**config.mk**
```make
export PLATFORM = sky130hd
export DESIGN_NAME = intdiv_seq
export DESIGN_NICKNAME = d
export VERILOG_FILES = /design/src/rtl/intdiv_seq.sv
export SDC_FILE = /design/constraint.sdc
export NUM_CORES = 1
export LEC_CHECK = 0
export CORE_ASPECT_RATIO = 0.8
export CORE_MARGIN = 5
export CORE_UTILIZATION = 50
export CTS_CLUSTER_SIZE = 10
export DETAILED_ROUTE_END_ITERATION = 8
export GPL_ROUTABILITY_DRIVEN = 0
export HOLD_SLACK_MARGIN = 0.08
export PLACE_DENSITY_LB_ADDON = 0.1
export SYNTH_ARGS = -nofsm -noshare
export SYNTH_HDL_FRONTEND = slang
export SYNTH_SLANG_ARGS = --single-unit
```
**constraint.sdc**
```tcl
create_clock -name clk -period 3.5 [get_ports clk]
set_input_delay 0.875 -clock clk [delete_from_list [all_inputs] [get_ports clk]]
set_output_delay 0.875 -clock clk [all_outputs]
set_load 0.03 [all_outputs]
```
**src/rtl/intdiv_seq.sv**
```systemverilog
// Iteration controller for the SD2 radix-2 signed-digit divider: sequences load,
// N recurrence steps, optional remainder fix and serial LSD-borrow correction.
module intdiv_seq #(
   parameter int N  = 8,
   parameter int IW = $clog2(N)
) (
   input  logic            clk,
   input  logic            rst,
   input  logic            start,
   output logic            busy,
   output logic            done,
   output logic            dp_load,
   output logic            dp_step,
   output logic [IW-1:0]   dp_idx,
   input  logic [1:0]      q_digit,
   input  logic            rem_neg,
   output logic            dp_fix,
   output logic [2*N-1:0]  quotient,
   output logic            ovf
);

   typedef enum logic [2:0] {IDLE, LOAD, ITER, FIX, CORR, DONE} state_t;

   localparam logic [1:0]    POS1   = 2'b10;
   localparam logic [1:0]    NEG1   = 2'b01;
   localparam logic [1:0]    ZERO_1 = 2'b00;
   localparam logic [IW-1:0] LAST   = IW'(N - 1);

   state_t        state;
   logic [IW-1:0] cnt;
   logic [1:0]    digits [N];

   assign dp_idx = cnt;

   // rem_neg is only known during FIX itself, so the fix strobe cannot be registered.
   assign dp_fix = (state == FIX) && rem_neg;

   always_comb begin
      quotient = '0;
      for (int unsigned i = 0; i < N; i++)
         quotient[2*i +: 2] = digits[i];
   end

   always_ff @(posedge clk or posedge rst) begin
      if (rst) begin
         state   <= IDLE;
         busy    <= 1'b0;
         done    <= 1'b0;
         dp_load <= 1'b0;
         dp_step <= 1'b0;
         ovf     <= 1'b0;
         cnt     <= '0;
         digits  <= '{default: ZERO_1};
      end else begin
         done    <= 1'b0;
         dp_load <= 1'b0;
         case (state)
            IDLE: begin
               if (start) begin
                  state   <= LOAD;
                  busy    <= 1'b1;
                  dp_load <= 1'b1;
               end
            end
            LOAD: begin
               digits  <= '{default: ZERO_1};
               ovf     <= 1'b0;
               cnt     <= LAST;
               dp_step <= 1'b1;
               state   <= ITER;
            end
            ITER: begin
               digits[cnt] <= q_digit;
               if (cnt == '0) begin
                  dp_step <= 1'b0;
                  state   <= FIX;
               end else begin
                  cnt <= cnt - IW'(1);
               end
            end
            FIX: begin
               if (rem_neg) begin
                  cnt   <= '0;
                  state <= CORR;
               end else begin
                  done  <= 1'b1;
                  state <= DONE;
               end
            end
            CORR: begin
               // Subtract one LSD unit; only a NEG1 digit passes the borrow upward.
               case (digits[cnt])
                  NEG1: begin
                     digits[cnt] <= ZERO_1;
                     if (cnt == LAST) begin
                        ovf   <= 1'b1;
                        done  <= 1'b1;
                        state <= DONE;
                     end else begin
                        cnt <= cnt + IW'(1);
                     end
                  end
                  POS1: begin
                     digits[cnt] <= ZERO_1;
                     done        <= 1'b1;
                     state       <= DONE;
                  end
                  default: begin
                     digits[cnt] <= NEG1;
                     done        <= 1'b1;
                     state       <= DONE;
                  end
               endcase
            end
            DONE: begin
               busy  <= 1'b0;
               state <= IDLE;
            end
            default: begin
               busy    <= 1'b0;
               dp_step <= 1'b0;
               state   <= IDLE;
            end
         endcase
      end
   end

endmodule

```
==> key figures <==
Clock network
  • CTS Root Cell: clkbuf_8
  • Clk_lat worst skew: 0.27 ns
  • Clk sinks: 27
  • TritonCTS Buffers: 3
  • TritonCTS clock tree: built
  • H-tree depth: 1
  • Post-CTS Setup Bufs: 0
  • Cts hold-fix bufs: 0
  • CTS Buffer Depth: 2
  • CTS-repair resized insts: 0
  • Reg clk slew, reported paths: 0.09 ns

Yosys
  • Syn Nets: 168
  • Post-synth top area cell: dfrtp_1
  • Post-Syn Instances: 160
  • Count of different cell masters after synthesis: 39
  • #FFs+latches synth: 27
  • Synth warn: 0
  • Top cells by area, synth: dfrtp_1 44%, mux2i_1 12%, nand2_1 6.3%
  • Post-synthesis sequential area ratio: 43.7%
  • Synthesized area per cell: 9.67 µm²
  • Post-synth top area share: 43.7%
  • Mapped cell area: 1550 µm²

Cells and area
  • Post-layout util: 62.2%
  • Share of cells above drive strength 1: 6.59%
  • Nets: 191
  • Area grow syn2layout: 22.3%
  • Ant. Diodes: 0

Floorplanning
  • Die area: 4310 µm²
  • Ports: 31
  • Die height: 59.7 µm
  • Row count: 18
  • Initial Utilization: 50.9%
  • Core Box Area: 3040 µm²
  • DIE WIDTH: 72.2 µm

Drt
  • Initial DRC Count: 99
  • Routed wl met2: 1.57 mm
  • DRT Pass-1 Iters: 4
  • Final wirelength: 3.52 mm
  • Vias: 1234
  • Met1 Routed Length: 1.66 mm
  • Vias/cell: 5.56
  • DR WL/cell: 15.9 µm
  • DRT antenna net count: 0
  • DRC Markers: 0
  • Routed wl met3: 272 µm
  • Max layer used: met4

STA
  • Slew Limit Fails: 0
  • Fin crit share: 87.9%
  • Final Setup Violations: 0
  • Slew margin rel.: 30.8%
  • RSZ-0062 raised after global routing: no
  • Setup TNS: 0 ns
  • Post-layout min period: 3.08 ns
  • Fin. Hold Viols: 0
  • Max Freq: 325 MHz
  • Fin Clk Skew: 0.00376 ns
  • Slew at the pin closest to its max-slew limit: 1.04 ns

Setup path
  • R2R Path Start: dp_idx[0]
  • Critical Path Source Type: input port
  • Worst-path fanout max: 3
  • Slowest stage delay, CP: 0.66 ns
  • Crit path DAT: 2.20 ns
  • Crit Path Category: in2out
  • Worst path slowest cell: clkdlybuf4s50_1
  • Start point of the critical path: rem_neg
  • Worst R2R End: quotient[6]
  • R2R setup slack: 0.84 ns
  • Most frequent CP cell: clkdlybuf4s50_1
  • CP cell instances: clkdlybuf4s50_1, and3_1, clkdlybuf4s50_1
  • Worst Path Required: 2.62 ns
  • Setup crit end kind: primary output
  • Setup crit end: dp_fix
  • Worst r2r path cells: 8

Global route
  • Vias in the first global route: 1176
  • First-pass GRT wire length: 5.81 mm
  • Initial antenna violation count: 0
  • Congestion Overflow GR: 0
  • Pin count of the biggest net entering global routing: 28
  • All-Layer GR Usage: 17.3%

Place
  • DPL Wire Length: 2.46 mm
  • I/O Buffers: 30

Min path
  • Hold Crit Depth: 1
  • Hold WC Path Type: reg2reg

Outcome
  • Outcome: finished, final reports clean

Pwr
  • Leakage: 0.000872 µW
  • Power density cells: 877 nW/µm²
  • Peak supply drop: 0.511 mV

Job
  • Max cap viols: 0
## critical path, delay by kind of cell
family,cells,cell delay [ns]
buffers and inverters,2,1.16
AND/OR/NAND/NOR,1,0.16
## how the worst min path moves through the flow
stage / from / end / slack, ns
6_report: dp_step / dp_step / 0.51
5_1_grt: dp_step / dp_step / 0.54
4_1_cts: dp_step / dp_step / 0.51
3_5_place_dp: dp_step / dp_step / 0.49
3_3_place_gp: dp_step / dp_step / 0.48
2_1_floorplan: state[1] / state[1] / 0.59
## flip-flops by register name, indices dropped and copies added, names as in the netlist
signal,flops
dp_load,1
state,3
quotient,16
dp_step,1
busy,1
ovf,1
done,1
dp_idx,3
## layer usage
metal,GRT usage (%),vias up
met2,25.6,39
met1,25.8,588
met3,4.71,4
met5,0,-
li1,-,603
met4,2.95,0
## per-stage QoR
step / std cells / cell area (µm²) / setup slack (ns) / power (µW) / hold WS, ns
global route: 222 / 1890 / 0.312 / 1780 / 0.535
detailed placement: 218 / 1850 / 0.423 / 1480 / 0.486
finish: 222 / 1890 / 0.422 / 1660 / 0.512
global placement: 218 / 1850 / 0.451 / 1470 / 0.479
floorplan: 160 / 1550 / 0.930 / 1220 / 0.594
CTS: 222 / 1890 / 0.425 / 1670 / 0.508
## synthesized netlist by cell type
cell        n
a21o_1      1
and3_1      2
nand3_1     4
o31ai_1     1
mux2_2      1
nand4b_1    1
o2111a_1    1
nand3b_1    2
or2_0       1
mux4_2      2
xor2_1      1
o22a_1      1
mux2i_1    18
buf_2       2
nor2_1     10
o21ai_0     7
a31oi_1     1
o211ai_1    3
a221o_1     1
a22oi_1     1
nor3b_2     1
nand3_2     1
o2111ai_1   1
nor3b_1     2
buf_6       1
or3_1       2
ha_1        1
nand2b_1    3
nand2_1    26
o2bb2ai_1   2
o21ai_1     2
a21oi_1     7
inv_1       5
clkbuf_1   10
nand4_1     2
mux2_4      2
fa_1        1
nor2b_1     3
dfrtp_1    27
## layout by cell type (no fill, tap or decap), types with 4 or more instances in the layout
cell / netlist / layout
a21oi_1: 7 / 7
nand2_1: 26 / 26
nor2_1: 10 / 10
nand3_1: 4 / 4
clkdlybuf4s50_1: 0 / 30
inv_1: 5 / 5
mux2i_1: 18 / 18
o21ai_0: 7 / 7
dfrtp_1: 27 / 27
## final cells by class
cell class,instances,area (µm²)
clock inverters,1,5.00
inverters,5,18.8
clock buffers,3,41.3
fillers,269,1150
well taps,40,50.0
multi-input cells,115,793
flip-flops and latches,27,676
repair buffers,31,308
## kinds of logic (layout without fill, tap and decap cells)
logic type      Yosys count  in the layout  share of synthesized area (%)
compound gates           29             29                           12.1
xor+xnor                  1              1                          0.566
fa+ha+maj                 2              2                           2.10
buf+inv                  18             40                           5.02
flops                    27             27                           43.7
mux                      23             23                           17.2
simple gates             60             60                           19.3
## report_power, final
group,internal (µW),leakage (µW),total [µW],switching (µW)
Sequential,402,0.000349,571,169
Combinational,401,0.000497,911,509
Clock,79.8,0.0000255,178,97.8
No activity file was read; power rests on OpenSTA's default activity.
